===== config.mk =====
export PLATFORM = sky130hd
export DESIGN_NAME = csr_access_arbiter
export DESIGN_NICKNAME = d
export VERILOG_FILES = /design/src/rtl/csr_pkg.sv /design/src/rtl/csr_access_arbiter.sv
export SDC_FILE = /design/constraint.sdc
export NUM_CORES = 1
export LEC_CHECK = 0
export ABC_AREA = 1
export BUFFER_PORTS_ARGS = -buffer_cell sky130_fd_sc_hd__buf_2
export CORE_MARGIN = 3
export CORE_UTILIZATION = 40
export CTS_CLUSTER_SIZE = 10
export DETAILED_ROUTE_END_ITERATION = 12
export PLACE_DENSITY = 0.8
export SLEW_MARGIN = 40
export SYNTH_ARGS = -nofsm -noshare
export SYNTH_HDL_FRONTEND = slang
export SYNTH_SLANG_ARGS = --single-unit

===== constraint.sdc =====
create_clock -name clk -period 7.5 [get_ports clk]
set_input_delay 0.75 -clock clk [delete_from_list [all_inputs] [get_ports clk]]
set_output_delay 0.75 -clock clk [all_outputs]
set_load 0.02 [all_outputs]

===== src/rtl/csr_pkg.sv =====
// Shared CSR definitions: address map, funct3 encodings and arbiter enums.
package csr_pkg;

    localparam logic [11:0] CSR_MSTATUS     = 12'h300;
    localparam logic [11:0] CSR_MIE         = 12'h304;
    localparam logic [11:0] CSR_MTVEC       = 12'h305;
    localparam logic [11:0] CSR_MEPC        = 12'h341;
    localparam logic [11:0] CSR_MCAUSE      = 12'h342;
    localparam logic [11:0] CSR_MIP         = 12'h344;
    localparam logic [11:0] CSR_FLUSH_CACHE = 12'h7C0;
    localparam logic [11:0] CSR_NC_BASE     = 12'h7C1;
    localparam logic [11:0] CSR_NC_LIMIT    = 12'h7C2;

    localparam logic [2:0] CSR_OP_RW  = 3'b001;
    localparam logic [2:0] CSR_OP_RS  = 3'b010;
    localparam logic [2:0] CSR_OP_RC  = 3'b011;
    localparam logic [2:0] CSR_OP_RWI = 3'b101;
    localparam logic [2:0] CSR_OP_RSI = 3'b110;
    localparam logic [2:0] CSR_OP_RCI = 3'b111;

    typedef enum logic [1:0] {
        IDLE   = 2'd0,
        ACCESS = 2'd1,
        RESP   = 2'd2
    } arb_state_t;

    typedef enum logic {
        REQ_CORE = 1'b0,
        REQ_HOST = 1'b1
    } requester_t;

    // funct3 x00 has no CSR side effect, so it is handled as a pure read.
    function automatic logic f3_writes(input logic [2:0] f3);
        return (f3[1:0] != 2'b00);
    endfunction

endpackage


===== src/rtl/csr_access_arbiter.sv =====
// Two-requester (core / host) arbiter in front of the single CSR-file port,
// with trap hold-off and a bounded wait for the host.
module csr_access_arbiter
    import csr_pkg::*;
#(
    parameter int HOST_MAX_WAIT = 8
) (
    input  logic        clk,
    input  logic        rst_n,

    input  logic        c_req_valid,
    output logic        c_req_ready,
    input  logic [2:0]  c_req_f3,
    input  logic [11:0] c_req_addr,
    input  logic [31:0] c_req_wdata,
    input  logic        c_req_we,
    output logic        c_rsp_valid,
    output logic [31:0] c_rsp_rdata,

    input  logic        h_req_valid,
    output logic        h_req_ready,
    input  logic [2:0]  h_req_f3,
    input  logic [11:0] h_req_addr,
    input  logic [31:0] h_req_wdata,
    input  logic        h_req_we,
    output logic        h_rsp_valid,
    output logic [31:0] h_rsp_rdata,

    input  logic        trap_busy,

    output logic [2:0]  csr_f3,
    output logic [11:0] csr_address,
    output logic [31:0] csr_write_data,
    output logic        csr_write_enable,
    input  logic [31:0] csr_read_data,

    output logic        busy,
    output logic        grant_host
);

    localparam int CNT_W = $clog2(HOST_MAX_WAIT + 1);
    localparam logic [CNT_W-1:0] WAIT_MAX = CNT_W'(HOST_MAX_WAIT);

    arb_state_t       state_reg, state_next;
    requester_t       owner_reg;
    logic [2:0]       f3_reg;
    logic [11:0]      addr_reg;
    logic [31:0]      wdata_reg;
    logic             we_reg;
    logic [CNT_W-1:0] wait_cnt_reg;
    logic [31:0]      rsp_rdata_reg [2];
    logic [1:0]       rsp_valid_vec;

    logic arb_open;
    logic host_wins;
    logic grant_c;
    logic grant_h;
    logic capture;

    // Outputs are forced low while rst_n is held so nothing leaks mid-reset.
    assign arb_open  = rst_n & (state_reg == IDLE) & ~trap_busy;
    assign host_wins = h_req_valid & (~c_req_valid | (wait_cnt_reg == WAIT_MAX));
    assign grant_c   = arb_open & c_req_valid & ~host_wins;
    assign grant_h   = arb_open & host_wins;
    assign capture   = (state_reg == ACCESS) & ~trap_busy;

    always_comb begin
        state_next = state_reg;
        case (state_reg)
            IDLE:    if (grant_c | grant_h) state_next = ACCESS;
            ACCESS:  if (!trap_busy) state_next = RESP;
            RESP:    state_next = IDLE;
            default: state_next = IDLE;
        endcase
    end

    always_ff @(posedge clk) begin
        if (!rst_n) begin
            state_reg    <= IDLE;
            owner_reg    <= REQ_CORE;
            f3_reg       <= '0;
            addr_reg     <= '0;
            wdata_reg    <= '0;
            we_reg       <= 1'b0;
            wait_cnt_reg <= '0;
        end else begin
            state_reg <= state_next;
            if (grant_h) begin
                owner_reg <= REQ_HOST;
                f3_reg    <= h_req_f3;
                addr_reg  <= h_req_addr;
                wdata_reg <= h_req_wdata;
                we_reg    <= h_req_we;
            end else if (grant_c) begin
                owner_reg <= REQ_CORE;
                f3_reg    <= c_req_f3;
                addr_reg  <= c_req_addr;
                wdata_reg <= c_req_wdata;
                we_reg    <= c_req_we;
            end
            // Counts core wins over a waiting host; saturates at the threshold.
            if (grant_h) begin
                wait_cnt_reg <= '0;
            end else if (grant_c && h_req_valid && (wait_cnt_reg != WAIT_MAX)) begin
                wait_cnt_reg <= wait_cnt_reg + CNT_W'(1);
            end
        end
    end

    generate
        for (genvar gi = 0; gi < 2; gi++) begin : g_rsp
            always_ff @(posedge clk) begin
                if (!rst_n) begin
                    rsp_rdata_reg[gi] <= '0;
                end else if (capture && (owner_reg == requester_t'(1'(gi)))) begin
                    rsp_rdata_reg[gi] <= csr_read_data;
                end
            end
            assign rsp_valid_vec[gi] = rst_n & (state_reg == RESP) &
                                       (owner_reg == requester_t'(1'(gi)));
        end
    endgenerate

    assign c_req_ready = grant_c;
    assign h_req_ready = grant_h;
    assign c_rsp_valid = rsp_valid_vec[0];
    assign h_rsp_valid = rsp_valid_vec[1];
    assign c_rsp_rdata = rsp_rdata_reg[0];
    assign h_rsp_rdata = rsp_rdata_reg[1];

    assign csr_f3           = f3_reg;
    assign csr_address      = addr_reg;
    assign csr_write_data   = wdata_reg;
    assign csr_write_enable = rst_n & (state_reg == ACCESS) & we_reg &
                              f3_writes(f3_reg) & ~trap_busy;

    assign busy       = rst_n & (state_reg != IDLE);
    assign grant_host = busy & (owner_reg == REQ_HOST);

endmodule

== Yosys cells after proc, flatten, opt, wreduce, memory -nomap -nowiden ==
Memories as Yosys holds them, arrays and structs flattened.
Cells that the tools add are included.

* Add/subtract/negate cells: 1
* Reduce and logical (&&, ||, !) cells: 10
* Equal/unequal tests: 6
* Multiplexer cells: 22
* Bitwise operators: 25

{| class="wikitable"
|+ Operator list
! cell !! count
|-
| $mux W32 || 4
|-
| $mux W12 || 2
|-
| $and A1 B1 Y1 || 16
|-
| $mux W1 || 11
|-
| $mux W3 || 2
|-
| $reduce_bool A2 Y1 || 3
|-
| $not A1 Y1 || 5
|-
| $add A4 B1 Y4 const B || 1
|-
| $eq A4 B4 Y1 const B || 1
|-
| $logic_and A1 B1 Y1 || 4
|-
| $mux W2 || 2
|-
| $ne A4 B4 Y1 const B || 1
|-
| $or A1 B1 Y1 || 4
|-
| $pmux W2 S2 || 1
|-
| $eq A2 B1 Y1 const B || 1
|-
| $eq A2 B2 Y1 const B || 1
|-
| $logic_not A2 Y1 || 1
|-
| $ne A2 B1 Y1 const B || 1
|-
| $ne A2 B2 Y1 const B || 1
|-
| $reduce_and A2 Y1 || 1
|-
| $reduce_or A2 Y1 || 1
|}

* Bits of input ports: 133
* Output and inout bits: 118
* Memory bits (writable): 64
* Register bits after elaboration: 55
* Logic and storage cells: 72
* Memories: 1

{| class="wikitable"
|+ Memories
! name !! words !! bits a word !! rd ports !! clocked after memory_dff !! write ports !! line !! RTL
|-
| rsp_rdata_reg || 2 || 32 || 2 || 0 || 2 || csr_access_arbiter.sv:51 || <nowiki>logic [31:0] rsp_rdata_reg [2];</nowiki>
|}

== Longest topological paths before layout ==
* Depth after elaboration: 8
* Gate-level depth with buffers: 12
* Depth with buffers taken out: 10

== Worst setup path before layout ==
OpenSTA, ideal clock, no wires.

* Path type: in2reg
* Start point: in trap_busy
* End point: mem rsp_rdata_reg[0][0] (enable)
* Cell stages on the path: 3
* Slack: 3.800 ns
* Buffers on the path: 0
* Arrival time: 3.234 ns
* Setup time: 0.466 ns
* Data required time: 7.034 ns
* Cells stage by stage: inv_1 -> nand2_1 -> o21ai_0

{| class="wikitable"
|+ RTL lines
! item !! line !! RTL
|-
| from (decl) || csr_access_arbiter.sv:29 || <nowiki>input logic trap_busy,</nowiki>
|-
| to (decl) || csr_access_arbiter.sv:51 ||
|}

== Final worst setup path ==
* Start point: reg wait_cnt_reg[0]
* End point: out h_req_ready

* Cells in the longest elaborated chain, start to end: 4

{| class="wikitable"
|+ RTL lines
! item !! line !! RTL
|-
| from (decl) || csr_access_arbiter.sv:50 || <nowiki>logic [CNT_W-1:0] wait_cnt_reg;</nowiki>
|-
| from (signal assigned) || csr_access_arbiter.sv:105 || <nowiki>wait_cnt_reg <= wait_cnt_reg + CNT_W'(1);</nowiki>
|-
| $eq A4 B4 Y1 || csr_access_arbiter.sv:62 || <nowiki>assign host_wins = h_req_valid & (~c_req_valid | (wait_cnt_reg == WAIT_MAX));</nowiki>
|-
| $or A1 B1 Y1 || csr_access_arbiter.sv:62 ||
|-
| $and A1 B1 Y1 || csr_access_arbiter.sv:62 ||
|-
| $and A1 B1 Y1 || csr_access_arbiter.sv:64 || <nowiki>assign grant_h = arb_open & host_wins;</nowiki>
|-
| to (decl) || csr_access_arbiter.sv:21 || <nowiki>output logic h_req_ready,</nowiki>
|}

No other way between the ends.

==> run_results.csv <==
group,metric,value,unit
timing,fin_skew,0.006385,ns
power,p_leak,3.716,nW
timing,grt_setup_unrepaired,"false",
routing,drc,0,
floorplanning,rows,41,
logic_synthesis,yosysTopAreaCell,"edfxtp_1",
floorplanning,die_y,120.3,µm
clock_tree,cts.clk_slew.worst_paths,0.06,ns
logic_synthesis,synth_xor_area_frac,0.001676,
critical_path,required,6.75,ns
timing,fmax,331.0,MHz
timing,fin_setup_tns,0,ns
global_routing,gr-total-overflow,0,
clock_tree,cts.sinks,119,
finish,drive_gt1_frac,0.3319,
clock_tree,clkLatencyLatePin,0.40,ns
global_routing,antenna_found_initial,0,
critical_path,end_kind,"output port",
critical_path,arrival,2.27,ns
clock_tree,root_buffer,"clkbuf_16",
placement,place.port_buffers,250,
finish,areaGrowthSynthToFinish,37.06,%
power,p_int,1.282,mW
timing,tightestPinTransition,0.7541,ns
logic_synthesis,muxShareOfSynthArea,0,
finish,fin_util,0.5630,
power,peakVddDrop,0.1573,mV
critical_path,startpoint_type,"flop",
finish,largest_register_ffs,64,
logic_synthesis,synth-seq-cells,119,
power,clockPowerShare,0.464,
logic_synthesis,yosys.area_share.adder,0.004788,
logic_synthesis,synth.distinct_cells,21,
floorplanning,io_pins,251,
power,powerDensity,239.6,nW/µm²
clock_tree,cts_max_level,4,
logic_synthesis,yosys_warnings,0,
floorplanning,initial_core_util,0.4108,
logic_synthesis,yosysMostFrequentCell,"nand2_1",
logic_synthesis,synth-seq-area-share,0.5784,
routing,wl_per_cell,12.13,µm
routing,ant_nets,0,
min_path,min_path_type,"reg -> reg",
power,p_comb_frac,0.110,
clock_tree,cts_resized,0,
clock_tree,cts_tree,"done",
routing,wl,13010,µm
timing,finalMaxSlewViolations,0,
logic_synthesis,synth_compound_area_frac,0.03328,
logic_synthesis,synth_nets,782,
logic_synthesis,synthCells,647,
placement,place_inst,1041,
logic_synthesis,synth-main-ff-cell,"edfxtp_1",
logic_synthesis,syn_avg_cell_area,8.078,µm²
clock_tree,numCtsBuffers,17,
critical_path,r2r_slack,5.18,ns
power,swShare,0.2532,
timing,setup_viol,0,
run_status,outcome,"completed",
logic_synthesis,synth-simple-area-share,0.2825,
critical_path,worstPathMaxFanout,75,
logic_synthesis,synth-edff-count,64,
routing,first_pass_iters,4,
timing,post-route-period-util,0.4029,
placement,place.gp.congestion,0.7773,
routing,routed_via_density,4.487,
logic_synthesis,synth_area_leaders,"edfxtp_1, dfxtp_1, nand2_1, nor2_1, inv_1",
power,switchingPower,0.4346,mW
routing,vias,4815,
global_routing,grt_pass1_wl,20270,µm
run,max-cap-violations,0,
timing,finalHoldViolations,0,
finish,diodes,0,
global_routing,grt_max_degree,76,
critical_path,r2r_cells,10,
routing,first_iter_violations,310,
power,pwr-share-seq,0.426,
logic_synthesis,synth_common_cells,"nand2_1, nor2_1, inv_1",
placement,hpwl,9419,µm
finish,layout.cells.non_filler,1073,
clock_tree,postCtsSetupBuffers,0,
logic_synthesis,ys_async_sr_fraction,0,
logic_synthesis,synth_top_area_share,0.3677,
logic_synthesis,synth_top_family_by_area,"simple AND/OR/NAND/NOR gates",
floorplanning,dieArea,14470,µm²
global_routing,grt_usage,0.1753,
floorplanning,core,12720,µm²
clock_tree,ctsHoldBuffers,0,
logic_synthesis,syn_area,5226,µm²
min_path,min_delay_path_depth,2,
timing,fin_crit,3.021,ns
global_routing,grt_pass1_vias,4383,
finish,nets,1023,
critical_path,crit_type,"reg -> out",
floorplanning,dieWidth,120.3,µm
clock_tree,clockBufferDepth,2,
timing,relSlewSlack,0.4972,
==> logic make-up after synthesis <==
group | after synthesis
AO/OA/AOI/OAI | 34
XOR/XNOR | 1
adder cells (fa/ha/maj) | 2
buffers and inverters | 125
flip-flops | 119
AND/OR/NAND/NOR | 366
==> cells in the final DEF (no fill, tap or decap), types with 3 or more instances in the layout <==
cell type and instances:
inv_1 90, nand2_2 3, nand2_1 179, nor2_4 3, edfxtp_1 64, a21oi_1 29
nand3_1 28, clkbuf_16 17, buf_4 5, dfxtp_1 55, inv_6 6, nor3_1 25
nor2_1 125, clkinv_4 3, buf_2 250
==> metrics by stage <==
step | hold slack (ns) | instance area [µm²] | setup WS (ns) | power (mW)
floorplan | 0.4734 | 5226 | 3.800 | 0.8552
detailed placement | 0.4551 | 6574 | 4.539 | 0.9354
CTS | 0.4639 | 7163 | 4.456 | 1.736
global placement | 0.4482 | 6564 | 4.517 | 0.9322
finish | 0.4619 | 7163 | 4.479 | 1.716
global route | 0.4813 | 7163 | 4.260 | 1.786
==> cell type report <==
| cell class | instances | area, µm² |
|---|---|---|
| inverters | 92 | 347.8 |
| fillers | 1172 | 5559 |
| multi-input cells | 403 | 1699 |
| flip-flops and latches | 119 | 3023 |
| repair buffers | 255 | 1289 |
| well taps | 172 | 215.2 |
| clock inverters | 15 | 163.9 |
| clock buffers | 17 | 425.4 |
==> routing by layer <==
layer / vias up / global-route usage / part of all wire
li1: 2485 / - / -
met5: - / 0 / 0
met3: 7 / 0.06221 / 0.10
met4: 0 / 0.04249 / 0.0073
met2: 211 / 0.2919 / 0.46
met1: 2112 / 0.2193 / 0.43
==> worst paths after layout <==
path                                    from                         endpoint
min reg2reg  csr_write_data[30]$_SDFFE_PN0P_  csr_write_data[30]$_SDFFE_PN0P_
max reg2reg     wait_cnt_reg[0]$_SDFFE_PP0P_      csr_address[4]$_SDFFE_PN0P_
min          csr_write_data[30]$_SDFFE_PN0P_  csr_write_data[30]$_SDFFE_PN0P_
max             wait_cnt_reg[0]$_SDFFE_PP0P_                      h_req_ready
==> worst max-delay path, cell delays in order (launching register included) <==
cell and delay (ns):
dfxtp_1 0.33, inv_1 0.08, ha_1 0.15, nand2_1 0.07, nor2_1 0.12, nor2_1 0.08, nor2_4 0.10, buf_4 0.60
buf_2 0.29
==> power groups by stage <==
stage	clock [mW]	sequential, mW	combinational (mW)
3_5_place_dp	0	0.745	0.190
6_report	0.796	0.732	0.188
4_1_cts	0.813	0.732	0.191
5_1_grt	0.843	0.734	0.209
3_3_place_gp	0	0.744	0.188
2_1_floorplan	0	0.786	0.0694
No activity file was read; power rests on OpenSTA's default activity.
